## config.mk

```make
export PLATFORM = sky130hd
export DESIGN_NAME = mem_stage
export DESIGN_NICKNAME = d
export VERILOG_FILES = /design/src/rtl/mem_stage_pkg.sv /design/src/rtl/mem_stage.sv
export SDC_FILE = /design/constraint.sdc
export NUM_CORES = 1
export LEC_CHECK = 0
export CORE_AREA = 3 3 161 163
export DETAILED_ROUTE_END_ITERATION = 12
export DIE_AREA = 0 0 164 166
export PLACE_DENSITY = 0.74
export SLEW_MARGIN = 20
export SYNTH_ARGS = -nofsm -noshare
export SYNTH_HDL_FRONTEND = slang
export SYNTH_SLANG_ARGS = --single-unit
```

## constraint.sdc

```tcl
create_clock -name clk -period 23.9 [get_ports clk]
set_clock_uncertainty 0.1 [all_clocks]
set_input_delay 4.78 -clock clk [delete_from_list [all_inputs] [get_ports clk]]
set_output_delay 4.78 -clock clk [all_outputs]
set_load 0.01 [all_outputs]
```

## src/rtl/mem_stage_pkg.sv

```systemverilog
// Shared types and constants for the memory-access/writeback stage.
package mem_stage_pkg;

  localparam int XLEN = 64;

  localparam logic [7:0] WSTRB_DW = 8'hFF;

  localparam logic [6:0] OPC_LOAD   = 7'b0000011;
  localparam logic [6:0] OPC_STORE  = 7'b0100011;
  localparam logic [6:0] OPC_OP     = 7'b0110011;
  localparam logic [6:0] OPC_OP_IMM = 7'b0010011;

  typedef enum logic [1:0] {
    ST_IDLE = 2'd0,
    ST_REQ  = 2'd1,
    ST_WAIT = 2'd2
  } state_t;

endpackage

```

## src/rtl/mem_stage.sv

```systemverilog
// RV64 memory-access/writeback stage: passes ALU results through, runs LD/SD
// over a valid/ready request channel and emits one registered writeback record.
module mem_stage
  import mem_stage_pkg::*;
#(
  parameter int RSP_TIMEOUT = 255,
  parameter bit ALIGN_CHECK = 1'b1
) (
  input  logic            clk,
  input  logic            rst,
  input  logic            ex_valid,
  output logic            ex_ready,
  input  logic [XLEN-1:0] alu_result,
  input  logic [XLEN-1:0] store_data,
  input  logic            mem_we,
  input  logic            mem_to_reg,
  input  logic            rd_we,
  input  logic [4:0]      rd_addr,
  output logic            dmem_req_valid,
  input  logic            dmem_req_ready,
  output logic [XLEN-1:0] dmem_addr,
  output logic [XLEN-1:0] dmem_wdata,
  output logic            dmem_we,
  output logic [7:0]      dmem_wstrb,
  input  logic            dmem_rsp_valid,
  input  logic [XLEN-1:0] dmem_rsp_rdata,
  output logic            wb_valid,
  output logic            wb_we,
  output logic [4:0]      wb_rd_addr,
  output logic [XLEN-1:0] wb_data,
  output logic            err_misaligned,
  output logic            err_timeout
);

  localparam logic [8:0] TMO_LIMIT = 9'(RSP_TIMEOUT);

  state_t          state_q, state_d;
  logic [7:0]      cnt_q, cnt_d;
  logic [XLEN-1:0] addr_q, addr_d;
  logic [XLEN-1:0] wdata_q, wdata_d;
  logic            we_q, we_d;
  logic            rd_we_q, rd_we_d;
  logic [4:0]      rd_q, rd_d;

  logic            wb_valid_q, wb_valid_d;
  logic            wb_we_q, wb_we_d;
  logic [4:0]      wb_rd_q, wb_rd_d;
  logic [XLEN-1:0] wb_data_q, wb_data_d;
  logic            err_mis_q, err_mis_d;
  logic            err_to_q, err_to_d;

  logic accept, is_mem, misaligned;

  assign accept     = ex_valid && (state_q == ST_IDLE);
  assign is_mem     = mem_we || mem_to_reg;
  assign misaligned = ALIGN_CHECK && (alu_result[2:0] != 3'b000);

  always_comb begin
    state_d    = state_q;
    cnt_d      = cnt_q;
    addr_d     = addr_q;
    wdata_d    = wdata_q;
    we_d       = we_q;
    rd_we_d    = rd_we_q;
    rd_d       = rd_q;
    wb_valid_d = 1'b0;
    wb_we_d    = 1'b0;
    wb_rd_d    = wb_rd_q;
    wb_data_d  = wb_data_q;
    err_mis_d  = 1'b0;
    err_to_d   = 1'b0;

    case (state_q)
      ST_IDLE: begin
        if (accept) begin
          if (!is_mem) begin
            wb_valid_d = 1'b1;
            wb_we_d    = rd_we;
            wb_rd_d    = rd_addr;
            wb_data_d  = alu_result;
          end else begin
            addr_d  = alu_result;
            wdata_d = store_data;
            we_d    = mem_we;
            rd_we_d = rd_we;
            rd_d    = rd_addr;
            // Misaligned access never reaches memory; retire it as a flagged no-op.
            if (misaligned) begin
              wb_valid_d = 1'b1;
              err_mis_d  = 1'b1;
              wb_rd_d    = rd_addr;
              wb_data_d  = '0;
            end else begin
              state_d = ST_REQ;
            end
          end
        end
      end
      ST_REQ: begin
        if (dmem_req_ready) begin
          state_d = ST_WAIT;
          cnt_d   = '0;
        end
      end
      ST_WAIT: begin
        cnt_d = cnt_q + 8'd1;
        // Response wins over a timeout landing in the same cycle.
        if (dmem_rsp_valid) begin
          state_d    = ST_IDLE;
          wb_valid_d = 1'b1;
          wb_we_d    = !we_q && rd_we_q;
          wb_rd_d    = rd_q;
          wb_data_d  = we_q ? '0 : dmem_rsp_rdata;
        end else if (({1'b0, cnt_q} + 9'd1) == TMO_LIMIT) begin
          state_d    = ST_IDLE;
          wb_valid_d = 1'b1;
          err_to_d   = 1'b1;
          wb_rd_d    = rd_q;
          wb_data_d  = '0;
        end
      end
      default: state_d = ST_IDLE;
    endcase
  end

  always_ff @(posedge clk or posedge rst) begin
    if (rst) begin
      state_q    <= ST_IDLE;
      cnt_q      <= '0;
      addr_q     <= '0;
      wdata_q    <= '0;
      we_q       <= 1'b0;
      rd_we_q    <= 1'b0;
      rd_q       <= '0;
      wb_valid_q <= 1'b0;
      wb_we_q    <= 1'b0;
      wb_rd_q    <= '0;
      wb_data_q  <= '0;
      err_mis_q  <= 1'b0;
      err_to_q   <= 1'b0;
    end else begin
      state_q    <= state_d;
      cnt_q      <= cnt_d;
      addr_q     <= addr_d;
      wdata_q    <= wdata_d;
      we_q       <= we_d;
      rd_we_q    <= rd_we_d;
      rd_q       <= rd_d;
      wb_valid_q <= wb_valid_d;
      wb_we_q    <= wb_we_d;
      wb_rd_q    <= wb_rd_d;
      wb_data_q  <= wb_data_d;
      err_mis_q  <= err_mis_d;
      err_to_q   <= err_to_d;
    end
  end

  assign ex_ready       = (state_q == ST_IDLE);
  assign dmem_req_valid = (state_q == ST_REQ);
  assign dmem_addr      = addr_q;
  assign dmem_wdata     = wdata_q;
  assign dmem_we        = dmem_req_valid && we_q;
  assign dmem_wstrb     = (dmem_req_valid && we_q) ? WSTRB_DW : 8'h00;

  assign wb_valid       = wb_valid_q;
  assign wb_we          = wb_we_q;
  assign wb_rd_addr     = wb_rd_q;
  assign wb_data        = wb_data_q;
  assign err_misaligned = err_mis_q;
  assign err_timeout    = err_to_q;

endmodule
```

* Word level (Yosys, flattened, before mapping)
Cells that the tools add are included. Widths: inputs -> output; s select.
Storage, ports and cells: output and inout bits 212, flip-flop bits (word level) 218
Cells by class: add/subtract/negate cells 2, equal/unequal tests 9, reduce and logical (&&, ||, !) cells 13, multiplexer cells 38
Operators with widths (count):
- $mux 64 | 6
- $pmux 64 s2 | 1
- $mux 5 | 5
- $mux 8 | 2
- $pmux 8 s2 | 1
- $mux 1 | 13
- $mux 2 | 6
- $pmux 5 s2 | 1
- $add 8x1->9 const B | 1
- $eq 9x8->1 const B | 1
- $add 8x1->8 const B | 1
- $ne 2x1->1 const B | 3
- $pmux 2 s3 | 1
- $reduce_and 5->1 | 1
- $pmux 1 s2 | 2
- $reduce_and 4->1 | 1
- $reduce_bool 2->1 | 2
- $logic_and 1x1->1 | 3
- $ne 3x2->1 const B | 1
- $ne 3x3->1 const B | 1
- $reduce_and 3->1 | 1
- $reduce_bool 3->1 | 1
- $eq 2x1->1 const B | 1
- $eq 2x2->1 const B | 1
- other kinds (5) | 5

* Longest topological paths before layout
Gate-level depths: netlist of the first run.
word-level depth 5, mapped depth 10, gate-level depth less buffers 7

* Least setup slack after synthesis of the first run
OpenSTA, ideal clock, no wires.
kind input port to flip-flop, start point input port alu_result[0], end point register wb_data_q[41] (netlist: wb_data[41]), arrival 6.192 ns, library setup time 0.141 ns, required time 23.659 ns, stages on the path 8, path slack 17.467 ns, cell sequence nor3_1 > a311oi_4 > and2_1 > buf_4 > buf_6 > buf_4 > a211oi_1 > a31oi_1
Between the ends: longest elaborated chain between the ends 3
Ends and longest elaborated chain:
- start: declaration | line mem_stage.sv:13 | input logic [XLEN-1:0] alu_result,
- $reduce_bool 3->1 | line mem_stage.sv:56 | assign misaligned = ALIGN_CHECK && (alu_result[2:0] != 3'b000);
- $ne 3x2->1 (no line)
- $reduce_and 4->1 (no line)
- end signal: assignment | line mem_stage.sv:152 | wb_data_q <= wb_data_d;
- end: declaration | line mem_stage.sv:48 | logic [XLEN-1:0] wb_data_q, wb_data_d;
No other way between the ends. A chain may end at the register's enable or synchronous reset.

* Worst setup path after layout of the first run
start point input port mem_to_reg, end point register wb_data_q[36] (netlist: wb_data[36])
Between the ends: longest elaborated chain between the ends 4
Ends and longest elaborated chain:
- start: declaration | line mem_stage.sv:16 | input logic mem_to_reg,
- $logic_or 1x1->1 (*) | line mem_stage.sv:55 | assign is_mem = mem_we || mem_to_reg;
- $mux 64 | line mem_stage.sv:76 | if (!is_mem) begin
- $mux 64 | line mem_stage.sv:75 | if (accept) begin
- $pmux 64 s2 | line mem_stage.sv:73 | case (state_q)
Mark *: on every way between the ends. The rest lies on a longest branch, timed or not. The select of a mux whose other input is x is not followed.

==> impl_metrics.py, run 1 <==
metrics = {
    "status": {
        "status": "complete, no violations",
    },
    "critical_path": {
        "worstSetupPathType": "in2reg",
        "r2r_slack_ns": 20.99,
        "rr_worst_depth": 7,
        "cp-end-kind": "register",
        "cp.required_ns": 24.22,
        "worstPathArrival_ns": 7.86,
        "startpoint_type": "input pin",
        "crit_fanout": 72,
        "r2r_end": "wb_data[36]",
        "reg2reg_from": "state_q[1]",
    },
    "floorplan": {
        "initial_core_util": 0.387,
        "die-area_sq_mm": 0.0272,
        "ios": 417,
        "core_area_sq_mm": 0.0245,
        "die_h_um": 166,
        "die_x_um": 164,
        "rows": 57,
    },
    "power_and_ir_drop": {
        "p_comb_frac": 0.281,
        "p_int_uw": 827,
        "power_leakage_nw": 6.33,
        "power_mw": 1.17,
        "ir_worst_vdd_uv": 62.4,
        "power_frac_seq": 0.407,
        "swShare": 0.295,
        "clock_power_share": 0.312,
        "p_per_area_mw_per_mm2": 80.7,
        "power.switching_uw": 346,
    },
    "cells_and_area": {
        "syn2layout_area_growth_pct": 53.4,
        "final_cell_area_sq_mm": 0.0145,
        "fin_nets": 1575,
        "drive_gt1_frac": 0.0470,
        "fin_cells": 1711,
        "final_util": 0.594,
    },
    "placed_design": {
        "place.gp.congestion": 0.812,
        "port_buffers": 416,
        "hpwl_mm": 22.8,
        "dpl_cell_area_sq_mm": 0.0137,
        "placed_cells": 1665,
        "pre_cts_ws_ns": 15.89,
    },
    "synthesis": {
        "synth_cell_types": 40,
        "ys_seq_elements": 218,
        "ys_async_sr_fraction": 1.00,
        "synthTopCellsByArea": "dfrtp_1 (58%), nand2_1 (16%), a32oi_1 (5.9%), a211oi_1 (5.5%), a31oi_1 (4.6%)",
        "synth_area_sq_mm": 0.00948,
        "synth_nets": 1218,
        "synthFlopType": "dfrtp_1",
        "yosys.area.top_type": "dfrtp_1",
        "synthesis.area_per_instance_sq_um": 9.37,
        "synth_top_area_frac": 0.576,
        "ys_seq_area_frac": 0.576,
        "netlist_instances": 1011,
        "yosys_warnings": 0,
        "synth_edf_count": 0,
    },
    "sta": {
        "tns_ns": 0,
        "timing.hold.ws_ns": 0.371,
        "hold_viol": 0,
        "slew_violations": 0,
        "worst_pin_slew_ns": 1.05,
        "finalSetupViolCount": 0,
        "timing.final.ws_setup_ns": 16.37,
        "max_freq_mhz": 133,
        "final.min_clock_period_ns": 7.53,
        "fin_crit_sh": 0.315,
        "slew_headroom": 0.299,
        "rsz0062_at_grt": "false",
    },
    "routing": {
        "ant_nets": 0,
        "drt_iter0_drc": 450,
        "dr.pass1.iters": 5,
        "drt_wl_total_mm": 33.8,
        "num_vias": 9114,
        "vias_per_cell": 5.33,
        "wl_per_cell_um": 19.7,
        "drc": 0,
    },
    "global_route": {
        "grt_max_degree": 85,
        "met1_usage": 0.293,
        "grt_first_pass_wirelength_mm": 52.5,
        "grt_use_met2": 0.404,
        "grt_overflow_total": 0,
        "grt_util_met3": 0.0701,
        "grt_pass1_vias": 9351,
        "antenna_found_initial": 2,
        "grt_most_used_layer": "met2",
        "grtUsageTotal": 0.240,
    },
    "hold_path": {
        "min_to": "dmem_wdata[36]",
        "hp-class": "reg2reg",
        "hold_depth": 2,
        "hold_start": "dmem_wdata[36]",
    },
    "cts": {
        "clkLatencyLatePin_ns": 0.51,
        "postCtsHoldBufs": 0,
        "cts_setup_buffers": 0,
        "ctsLongestPathBuffers": 3,
        "clk_pin_slew_ns": 0.06,
        "ctsRootBufferMaster": "clkbuf_16",
        "cts_tree": "yes",
        "cts.sinks": 218,
        "cts_resized": 0,
        "htree_levels": 1,
        "cts_inserted_buffers": 25,
    },
    "run": {
        "cap_violations": 0,
    },
}
cells by family after synthesis:
logic type,count (synthesis),share of synthesized area
xor+xnor,1,0.000925
fa+ha+maj,2,0.00264
mux,5,0.00528
buf+inv,105,0.0503
flops,218,0.576
simple gates,449,0.183
compound gates,231,0.182
synthesized netlist by cell type, types with 2 or more instances:
cell type and count:
a21oi_1 4, o31ai_1 2, buf_4 11, a32oi_1 64
nor4_1 2, inv_1 5, nand2_1 415, a211oi_1 69
and2_1 6, nor2_1 13, o21ai_0 9, a31oi_1 70
a22o_1 2, mux2i_1 5, dfrtp_1 218, buf_2 15
ha_1 2, nand2b_1 2, buf_6 3, clkbuf_1 65
nor3_1 3, o21a_1 2, buf_1 5, nand3_1 3
power by group through the flow:
stage	logic (mW)	registers, mW	clock network, mW
after global placement	0.327	0.480	0
after floorplan	0.100	0.509	0
after detailed placement	0.332	0.483	0
after global routing	0.359	0.486	0.390
after CTS	0.334	0.478	0.374
final	0.330	0.477	0.366
worst max-delay path, cell delays in order:
cell and delay, ns:
clkdlybuf4s50_1 0.47, or2_1 0.37, a311oi_4 0.31, buf_4 0.64
o21a_2 0.24, buf_4 0.60, a211oi_1 0.20, a31oi_1 0.21
worst max-delay path by stage:
stage	from	end	slack (ns)	cells past startpoint
after floorplan	rst	cnt_q[0]	13.06	1
after CTS	mem_to_reg	wb_data[36]	16.40	8
after global placement	mem_to_reg	wb_rd_addr[2]	15.98	8
after detailed placement	mem_to_reg	wb_rd_addr[0]	15.89	8
after global routing	mem_to_reg	wb_data[4]	16.16	8
final	mem_to_reg	wb_data[36]	16.37	8
cells in the final DEF, fill, tap and decap left out, types with 4 or more instances in the layout:
master	count
clkbuf_16	25
inv_1	4
clkdlybuf4s50_1	416
clkbuf_8	8
a21oi_1	4
and2_1	5
a32oi_1	64
clkinv_2	4
a31oi_1	70
nor2_1	12
nand2_1	413
buf_4	13
mux2i_1	5
a211oi_1	69
dfrtp_1	218
o21ai_0	9
cell type report:
type,instances,area [sq um]
fill,2092,9930
sequential,218,5460
timing repair buffer,429,4260
multi-input combinational,688,3580
clock buffer,36,747
tap,324,405
clock inverter,7,42.5
inverter,6,30.0
antenna,3,7.51
metal layers:
layer,wire length [um],part of all wire
met5,0,0
met4,1260,0.037
met3,3110,0.092
met2,16400,0.48
met1,13000,0.39
sequential cells by signal (all words and copies together) (netlist names):
signal and flops:
dmem_addr 64, cnt_q 8, rd_we_q 1, wb_data 64
wb_we 1, state_q 2, wb_rd_addr 5, rd_q 5
err_misaligned 1, wb_valid 1, dmem_wdata 64, err_timeout 1
we_q 1
Note: power is estimated with default switching activity, not from simulation.
==> run 2, diff against run 1 <==
--- a/config.mk
+++ b/config.mk
@@ -5,10 +5,10 @@
 export SDC_FILE = /design/constraint.sdc
 export NUM_CORES = 1
 export LEC_CHECK = 0
-export CORE_AREA = 3 3 161 163
+export CORE_MARGIN = 3
+export CORE_UTILIZATION = 38
 export DETAILED_ROUTE_END_ITERATION = 12
-export DIE_AREA = 0 0 164 166
-export PLACE_DENSITY = 0.74
+export PLACE_DENSITY = 0.77
 export SLEW_MARGIN = 20
 export SYNTH_ARGS = -nofsm -noshare
 export SYNTH_HDL_FRONTEND = slang
==> constraint.sdc (replaced) <==
create_clock -name clk -period 6.05 [get_ports clk]
set_clock_uncertainty 0.1 [all_clocks]
set_input_delay 1.21 -clock clk [delete_from_list [all_inputs] [get_ports clk]]
set_output_delay 1.21 -clock clk [all_outputs]
set_load 0.01 [all_outputs]
==> run 2 against run 1 <==
Register-to-register slack got worse by 18 ns; flip-flop and latch count unchanged; clock-buffer cell count up 2; setup slack worse by 14 ns; worst hold slack is essentially flat; critical path type is now reg2out; largest cell class unchanged; critical path depth is 4 lower; first-iteration DRC count increased by 52%; global-route usage fell by 0.27 points.
==> impl_metrics.py, run 2 (synthesis results as in run 1) <==
metrics = {
    "status": {
        "status": "complete, no violations",
    },
    "sta": {
        "timing.hold.ws_ns": 0.372,
        "slew_headroom": 0.336,
        "tns_ns": 0,
        "worst_pin_slew_ns": 0.993,
        "final.min_clock_period_ns": 3.60,
        "fin_crit_sh": 0.595,
        "slew_violations": 0,
        "max_freq_mhz": 278,
        "finalSetupViolCount": 0,
        "rsz0062_at_grt": "false",
        "hold_viol": 0,
    },
    "hold_path": {
        "hold_start": "dmem_wdata[42]",
        "hp-class": "reg2reg",
    },
    "routing": {
        "wl_per_cell_um": 19.5,
        "drt_iter0_drc": 683,
        "drc": 0,
        "drt_wl_total_mm": 33.4,
        "dr.pass1.iters": 5,
        "num_vias": 9228,
        "vias_per_cell": 5.39,
        "ant_nets": 0,
    },
    "floorplan": {
        "rows": 57,
        "initial_core_util": 0.388,
        "core_area_sq_mm": 0.0244,
        "ios": 417,
        "die-area_sq_mm": 0.0269,
        "die_h_um": 164,
        "die_x_um": 164,
    },
    "critical_path": {
        "reg2reg_from": "state_q[1]",
        "cp_slowest_cell": "clkdlybuf4s50_1",
        "critPathLaunch": "state_q[0]",
        "cp-end-kind": "output pin",
        "cpPeakStageDelay_ns": 0.60,
        "path_delay_family": "buffers and inverters",
        "worstPathArrival_ns": 2.29,
        "cp.required_ns": 4.74,
        "r2r_slack_ns": 3.07,
        "path_buf_inv": 2,
        "startpoint_type": "register",
        "worstSetupPathType": "reg2out",
        "crit_fanout": 9,
        "crit_chain": "inv_2, nor2_1, and2_1, clkdlybuf4s50_1",
    },
    "global_route": {
        "antenna_found_initial": 1,
        "grt_overflow_total": 0,
        "grt_first_pass_wirelength_mm": 51.1,
        "grtUsageTotal": 0.237,
        "grt_max_degree": 98,
        "grt_pass1_vias": 9249,
    },
    "cts": {
        "cts_tree": "yes",
        "postCtsHoldBufs": 0,
        "ctsLongestPathBuffers": 3,
        "clk_pin_slew_ns": 0.06,
        "cts_resized": 0,
        "cts_inserted_buffers": 25,
        "cts.sinks": 218,
        "clkLatencyLatePin_ns": 0.51,
        "ctsRootBufferMaster": "clkbuf_16",
        "htree_levels": 1,
        "cts_setup_buffers": 0,
    },
    "placed_design": {
        "hpwl_mm": 22.7,
        "dpl_cell_area_sq_mm": 0.0138,
        "place.gp.congestion": 0.800,
        "port_buffers": 416,
    },
    "cells_and_area": {
        "final_cell_area_sq_mm": 0.0146,
        "seq_area_sq_mm": 0.00546,
        "layout_commonest_cell": "clkdlybuf4s50_1",
        "drive_gt1_frac": 0.0483,
        "final_cell_mix": "clkdlybuf4s50_1 (416), nand2_1 (413), dfrtp_1 (218)",
        "syn2layout_area_growth_pct": 54.5,
        "num-fill-cells": 2070,
        "final_util": 0.600,
        "fin_nets": 1577,
        "multiInputGateArea_sq_mm": 0.00358,
    },
    "power_and_ir_drop": {
        "power_leakage_nw": 6.38,
        "ir_worst_vdd_uv": 185,
        "p_per_area_mw_per_mm2": 324,
    },
    "run": {
        "cap_violations": 0,
    },
}
[run 2: cell count changes in the layout (fill, tap and decap cells not counted), sizes merged]
cell	delta
diode	-2
buf	+2
bufinv	+2
clkbuf	+2
clkinvlp	-1
inv	-1
[run 2: power breakdown]
group | internal [mW] | switching [mW] | total [mW]
Combinational | 0.699 | 0.616 | 1.31
Sequential | 1.72 | 0.163 | 1.89
Clock | 0.940 | 0.600 | 1.54
[run 2: cell type report]
class | count | area share
Multi-Input combinational cell | 688 | 0.245
Tap cell | 324 | 0.0277
Clock inverter | 7 | 0.00598
Sequential cell | 218 | 0.373
Timing Repair Buffer | 431 | 0.296
Inverter | 6 | 0.00179
Antenna cell | 1 | 0.000171
Clock buffer | 38 | 0.0515
[run 2: final timing paths]
| path | end | cells past startpoint |
|---|---|---|
| worst min register to register | dmem_wdata[42] | 2 |
| worst min-delay path | dmem_wdata[42] | 2 |
| worst max register to register | wb_data[10] | 6 |
| worst max-delay path | dmem_wstrb[4] | 4 |
| max in group asynchronous | wb_data[14] | 3 |
| min in group asynchronous | dmem_addr[59] | 2 |
[run 2: tightest hold or removal path: stages (launching register included)]
cell,delay [ns]
dfrtp_1,0.34
nand2_1,0.05
nand2_1,0.05
[run 2: through the flow]
step / instances / worst slack (ns) / power [mW]
floorplan: 1011 / 1.90 / 2.41
global placement: 1667 / 2.17 / 3.19
detailed placement: 1667 / 2.04 / 3.22
CTS: 1712 / 2.42 / 4.79
global route: 1713 / 2.31 / 4.98
finish: 1713 / 2.45 / 4.74
[run 2: metal layers]
metal / up-vias / share of wire / track usage
li1: 4244 / - / -
met2: 432 / 0.49 / 0.401
met3: 68 / 0.099 / 0.0754
met5: - / 0 / 0
met4: 0 / 0.032 / 0.0773
met1: 4484 / 0.38 / 0.289
